<file path="config.mk">
export PLATFORM = sky130hd
export DESIGN_NAME = csla_accum_64
export DESIGN_NICKNAME = d
export VERILOG_FILES = /design/src/rtl/csla_pkg.sv /design/src/rtl/csla_64bit.sv /design/src/rtl/csla_accum_64.sv
export SDC_FILE = /design/constraint.sdc
export NUM_CORES = 1
export LEC_CHECK = 0
export CAP_MARGIN = 20
export CORE_MARGIN = 3
export CORE_UTILIZATION = 35
export DETAILED_ROUTE_END_ITERATION = 12
export PLACE_DENSITY = 0.61
export SKIP_CTS_REPAIR_TIMING = 1
export SYNTH_ARGS = -nofsm -noshare
export SYNTH_HDL_FRONTEND = slang
export SYNTH_SLANG_ARGS = --single-unit
export TNS_END_PERCENT = 30
</file>
<file path="constraint.sdc">
create_clock -name clk -period 6.2 [get_ports clk]
set_clock_uncertainty 0.1 [all_clocks]
set_input_delay 1.24 -clock clk [delete_from_list [all_inputs] [get_ports clk]]
set_output_delay 1.24 -clock clk [all_outputs]
set_load 0.005 [all_outputs]
</file>
<file path="src/rtl/csla_pkg.sv">
// Shared types and constants for the 64-bit carry-select accumulator.
// Holds the FSM state enum, the datapath width and the saturation value.
package csla_pkg;

    localparam int DATA_W = 64;

    localparam logic [DATA_W-1:0] ACC_MAX = '1;

    typedef enum logic [1:0] {
        S_IDLE = 2'd0,
        S_ACC  = 2'd1,
        S_DONE = 2'd2
    } state_t;

endpackage

</file>
<file path="src/rtl/csla_64bit.sv">
// Combinational 64-bit carry-select adder built from BLK-bit blocks.
// Ports: a, b operands; cin carry in; sum result; cout carry out.
module csla_64bit
    import csla_pkg::*;
#(
    parameter int BLK = 8
) (
    input  logic [DATA_W-1:0] a,
    input  logic [DATA_W-1:0] b,
    input  logic              cin,
    output logic [DATA_W-1:0] sum,
    output logic              cout
);

    localparam int NB = DATA_W / BLK;

    logic [NB:0] w_c;

    assign w_c[0] = cin;

    for (genvar g = 0; g < NB; g++) begin : g_blk
        logic [BLK:0] w_s0;
        logic [BLK:0] w_s1;

        // Each block precomputes both carry-in cases; the incoming
        // carry only drives the select, not a ripple through the block.
        assign w_s0 = {1'b0, a[g*BLK +: BLK]} + {1'b0, b[g*BLK +: BLK]};
        assign w_s1 = {1'b0, a[g*BLK +: BLK]} + {1'b0, b[g*BLK +: BLK]}
                    + (BLK+1)'(1);

        assign sum[g*BLK +: BLK] = w_c[g] ? w_s1[BLK-1:0] : w_s0[BLK-1:0];
        assign w_c[g+1]          = w_c[g] ? w_s1[BLK]     : w_s0[BLK];
    end

    assign cout = w_c[NB];

endmodule

</file>
<file path="src/rtl/csla_accum_64.sv">
// Burst accumulator: sums 64-bit beats with a carry-select adder and
// presents sum, sticky overflow and saturating beat count per burst.
// Ports: clk, rst_n (async low); in_valid/in_ready/in_data/in_last beat
// input; out_valid/out_ready/out_sum/out_ovf/out_cnt burst result.
// Define CSLA_ACCUM_SAT_EN to saturate the sum instead of wrapping.
module csla_accum_64
    import csla_pkg::*;
#(
    parameter int CNT_W = 16
) (
    input  logic              clk,
    input  logic              rst_n,
    input  logic              in_valid,
    output logic              in_ready,
    input  logic [DATA_W-1:0] in_data,
    input  logic              in_last,
    output logic              out_valid,
    input  logic              out_ready,
    output logic [DATA_W-1:0] out_sum,
    output logic              out_ovf,
    output logic [CNT_W-1:0]  out_cnt
);

    state_t              r_state;
    logic [DATA_W-1:0]   r_acc;
    logic                r_ovf;
    logic [CNT_W-1:0]    r_cnt;
    logic [DATA_W-1:0]   r_osum;
    logic                r_oovf;
    logic [CNT_W-1:0]    r_ocnt;

    logic                w_idle;
    logic                w_take;
    logic [DATA_W-1:0]   w_a;
    logic [DATA_W-1:0]   w_sum;
    logic                w_cout;
    logic [DATA_W-1:0]   w_acc_nx;
    logic                w_ovf_nx;
    logic [CNT_W-1:0]    w_cnt_nx;

    assign w_idle = (r_state == S_IDLE);
    assign w_take = in_valid & in_ready;

    // A fresh burst starts from zero, so IDLE feeds 0 to the adder.
    assign w_a = w_idle ? '0 : r_acc;

    csla_64bit u_add (
        .a    (w_a),
        .b    (in_data),
        .cin  (1'b0),
        .sum  (w_sum),
        .cout (w_cout)
    );

`ifdef CSLA_ACCUM_SAT_EN
    // Once pinned at ACC_MAX any further nonzero beat carries out again,
    // so the accumulator stays saturated for the rest of the burst.
    assign w_acc_nx = w_cout ? ACC_MAX : w_sum;
`else
    assign w_acc_nx = w_sum;
`endif

    assign w_ovf_nx = w_idle ? 1'b0 : (r_ovf | w_cout);
    assign w_cnt_nx = w_idle ? CNT_W'(1)
                    : (&r_cnt) ? r_cnt
                    : r_cnt + CNT_W'(1);

    always_ff @(posedge clk or negedge rst_n) begin
        if (!rst_n) begin
            r_state <= S_IDLE;
            r_acc   <= '0;
            r_ovf   <= 1'b0;
            r_cnt   <= '0;
            r_osum  <= '0;
            r_oovf  <= 1'b0;
            r_ocnt  <= '0;
        end else begin
            case (r_state)
                S_IDLE, S_ACC: begin
                    if (w_take) begin
                        r_acc <= w_acc_nx;
                        r_ovf <= w_ovf_nx;
                        r_cnt <= w_cnt_nx;
                        if (in_last) begin
                            r_state <= S_DONE;
                            r_osum  <= w_acc_nx;
                            r_oovf  <= w_ovf_nx;
                            r_ocnt  <= w_cnt_nx;
                        end else begin
                            r_state <= S_ACC;
                        end
                    end
                end
                S_DONE: begin
                    if (out_ready) begin
                        r_state <= S_IDLE;
                    end
                end
                default: r_state <= S_IDLE;
            endcase
        end
    end

    assign in_ready  = (r_state != S_DONE);
    assign out_valid = (r_state == S_DONE);
    assign out_sum   = r_osum;
    assign out_ovf   = r_oovf;
    assign out_cnt   = r_ocnt;

endmodule

</file>
==> flow_results.org <==
** Critical path
- Gate family responsible for the most delay along the worst path :: simple AND/OR/NAND/NOR gates
- Maximum net fanout on the critical path :: 31
- Kind of capture point of the worst setup path :: flip-flop
- Number of cell instances on the worst register-to-register path :: 19
- By startpoint and endpoint, the worst setup path is classified as reg2reg.
- Data on the critical path is required at its endpoint by 6.46 ns.
- Startpoint types :: flip-flop
- In this run the worst setup path terminates at r_ovf$_DFFE_PN0P_.
- Data arrives at the worst endpoint at approximately 6 ns.
- Together, buffers and inverters on the worst path number 1.
- Depth of the critical timing path with buffers and inverters included :: 19
- In this design, the critical path's most frequently occurring cell is mux2i_1.
- The endpoint identified for the worst register-to-register timing path is r_ovf$_DFFE_PN0P_.
- The critical path starts at r_state[1]$_DFFE_PN0P_.
- The setup check on the worst reg-to-reg path leaves a slack of 0.48 ns.
- In this design, the stage delay of the slowest critical-path cell is 0.55 ns.
- Walking the worst path, the cells encountered are or2_2 -> and2_1 -> ha_1 -> fa_1 -> a21o_1 -> a31o_2 -> a21oi_1 -> xnor2_1 -> nand4_1 -> nor4b_4 -> mux2i_1 -> mux2i_1 -> xnor2_2 -> a21oi_2 -> nor4b_4 -> buf_4 -> mux2i_1 -> mux2i_1 -> o211a_1.
- Launch instance of the worst register-to-register path :: r_state[1]$_DFFE_PN0P_
- Cell with the biggest individual delay on the critical path :: or2_2

** Yosys
- Number of synthesized flops with an enable pin :: 0
- Of the synthesized area, sequential elements account for 0.402.
- After synthesis the cells add up to around 0.01 mm².
- By area the synthesized netlist is led by dfrtp_1 (40%), ha_1 (8.8%), o21ai_0 (7.5%).
- Main flop type after synthesis :: dfrtp_1
- After synthesis the netlist holds a flip-flop and latch count of roughly 160.
- Fraction of synthesized cell area taken by the top area cell type :: 0.402
- Leading post-synthesis cells by instance count :: nand2_1 (188), dfrtp_1 (164), o21ai_0 (153), ha_1 (72), and2_1 (67)
- During synthesis, Yosys emitted a total of 0 warnings.
- In this run the mean area of a mapped cell was roughly 9 µm².
- In the synthesized netlist the async set-or-reset flop fraction comes to 1.00.
- Instance count of the mapped netlist :: 1130
- Unique cell type count in the Yosys netlist :: 57
- The number of nets handed over by synthesis was ~1.3k.
- In the post-synthesis netlist, the cell with the most instances is nand2_1.
- The largest total area in the synthesized netlist belongs to dfrtp_1.

** Power
- For this design the static power due to leakage is approximately 0.0057 µW.
- Pwr/cell area :: between 400 and 500 mW/mm²
- The design draws roughly 5400 µW.
- VDD sags by at most 0.000164 V.

** STA
- Slew @ Worst Pin :: around 0.96 ns
- RSZ-0062 raised after global routing :: no
- In this run the tightest slew margin relative to its limit is 0.358.
- Setup total negative slack :: 0 ns
- Minimum hold slack :: 0.369 ns
- Count of endpoints failing hold in the final timing report :: 0
- Dividing the final minimum period by the clock period gives 0.923.
- Final period demand of the worst path :: 5.72 ns
- Setup violations remaining at the end of the flow were counted as 0.
- The final count of pins violating max slew came to 0.
- Derived from the worst setup path, the maximum achievable clock frequency is approximately 0.17 GHz.

** Drt
- Across all layers, the routed design uses roughly 8k vias.
- The count of nets left with antenna violations once routing finished came out at 0.
- Summed over all layers, the routed wires come to between 20000 and 25000 µm.
- Using the TritonRoute via totals, the vias-per-cell ratio works out to 4.86.
- DR pass1 iterations :: 4
- In the final routed layout, each cell accounts on average for 14.7 µm.
- In the routed design, unresolved DRC markers number 0.
- After the first detailed-routing iteration, the DRC count stood at about 450.

** Clocking
- Number of CTS-inserted buffers :: 17
- At the later pin of the worst-skew pair, clock insertion delay measures between 0.4 and 0.5 ns.
- After clock tree synthesis, the clock-pin slew on the worst setup and hold paths is ~0.07 ns.
- Number of sinks handled by clock tree synthesis :: approximately 160
- Root buffer cell :: clkbuf_16
- Clock tree from TritonCTS :: done
- No sink is reached through more buffers than the 2 on the longest clock path.
- The clock tree synthesis step divided the H-tree into 4 levels.

** Floorplanning
- Measured along the y axis, the die boundary spans 177 µm.
- Cell row count :: 61
- Horizontal extent of the die :: 177 µm
- The core region is about 0.028 mm².
- For this configuration, the core starts out at a cell density of 0.361.
- Ports :: ~150
- Die Footprint :: 0.0312 mm²

** Layout
- Layout overhead on the synthesized area :: 25.0%
- 0 antenna diodes ended up in the layout.
- Final cell count without fillers :: 1656
- Final net count :: roughly 1.4k
- In the final layout, the share of cells above drive strength 1 is 0.0524.

** Global route
- For this run the aggregate overflow at the end of global routing stands at 0.
- Highest-utilization routing layer at the global route stage :: met2
- Entering global routing, the biggest net connects 113 pins.
- For this run, global-route usage on met2 was measured as 0.260.
- For this run, global-route usage on met3 was measured as 0.0279.
- Routing usage on met1 :: 0.224
- First-pass GRT wire length :: 40800 µm
- In the global route stage, overall resource usage came out at 0.161.
- The initial antenna violation count was 0.
- The via count of the first global-routing pass came to 8076.

** Placed design
- Cell count after placement :: approximately 1.6k
- At the end of routability-driven placement, the weighted congestion stood at 0.835.
- Detailed placement ended at an HPWL of roughly 17000 µm.
- Buffers placed on the I/O ports in this run total 151.

** Run status
- The run finished with clean final reports.

** Min path
- Type of the worst min-delay path :: reg2reg

** Run
- Max-capacitance violation count :: 0
==> cell usage in the layout (no fill, tap or decap), drive strengths merged, types with 7 or more instances in the layout <==
master	n
a21o	20
a21oi	55
a22o	7
a31oi	8
and2	67
and3	7
buf	14
clkbuf	18
clkdlybuf4s50	150
dfrtp	164
fa	8
ha	72
inv	41
mux2i	17
nand2	188
nand3	24
nand4	12
nor2	42
nor2b	9
nor3	14
o21ai	153
o21bai	20
xnor2	65
xor2	39
==> report_power, final <==
part,total (µW),internal (µW),switching (µW)
Sequential,1720,1490,226
Clock,1150,651,495
Combinational,2490,1220,1270
Total,5350,3360,1990
==> routing by layer <==
metal	wire, µm	vias up
met2	11100	122
met3	744	14
met1	12200	3753
met5	0	-
li1	-	4160
met4	269	0
==> worst min-delay path by stage <==
stage,from,end,depth (start not counted)
after floorplan,r_acc[0]$_DFFE_PN0P_,r_acc[0]$_DFFE_PN0P_,2
after global placement,r_acc[0]$_DFFE_PN0P_,r_acc[0]$_DFFE_PN0P_,2
after detailed placement,r_acc[1]$_DFFE_PN0P_,r_acc[1]$_DFFE_PN0P_,2
after CTS,r_acc[6]$_DFFE_PN0P_,r_acc[6]$_DFFE_PN0P_,2
after global routing,out_sum[44]$_DFFE_PN0P_,out_sum[44]$_DFFE_PN0P_,2
final,r_acc[49]$_DFFE_PN0P_,r_acc[49]$_DFFE_PN0P_,2
==> kinds of logic (layout without fill, tap and decap cells) <==
group,count (synthesis),after routing,share of synthesized area
simple gates,394,394,0.189
buf+inv,81,229,0.0308
fa+ha+maj,80,80,0.104
xor+xnor,104,104,0.0908
flops,164,164,0.402
compound gates,289,289,0.166
mux,18,18,0.0178
==> metrics by stage <==
| step | worst slack, ns | area (µm²) | util |
|---|---|---|---|
| global route | 0.0897 | 12800 | 0.452 |
| floorplan | 0.712 | 10200 | - |
| global placement | 0.0356 | 12100 | 0.429 |
| finish | 0.476 | 12800 | 0.452 |
| detailed placement | 0.00407 | 12100 | 0.429 |
| CTS | 0.350 | 12700 | 0.450 |
==> final cells by class <==
cell class	count	area, µm²
timing repair buffer	164	1630
clock inverter	14	190
clock buffer	18	429
inverter	33	124
tap	378	473
multi-input combinational	885	5810
sequential	164	4100
fill	2810	15500
==> state kept, by name, summed over array words and instances (netlist names) <==
signal / flops
r_acc: 64
r_cnt: 16
out_ovf: 1
r_state: 2
out_cnt: 16
r_ovf: 1
out_sum: 64
==> tightest hold or removal path, cell delays in order, from the launching register on <==
cell and delay (ns):
dfrtp_1 0.34, nand2_1 0.04, o21ai_0 0.05
Power figures use the tool's default switching activity.
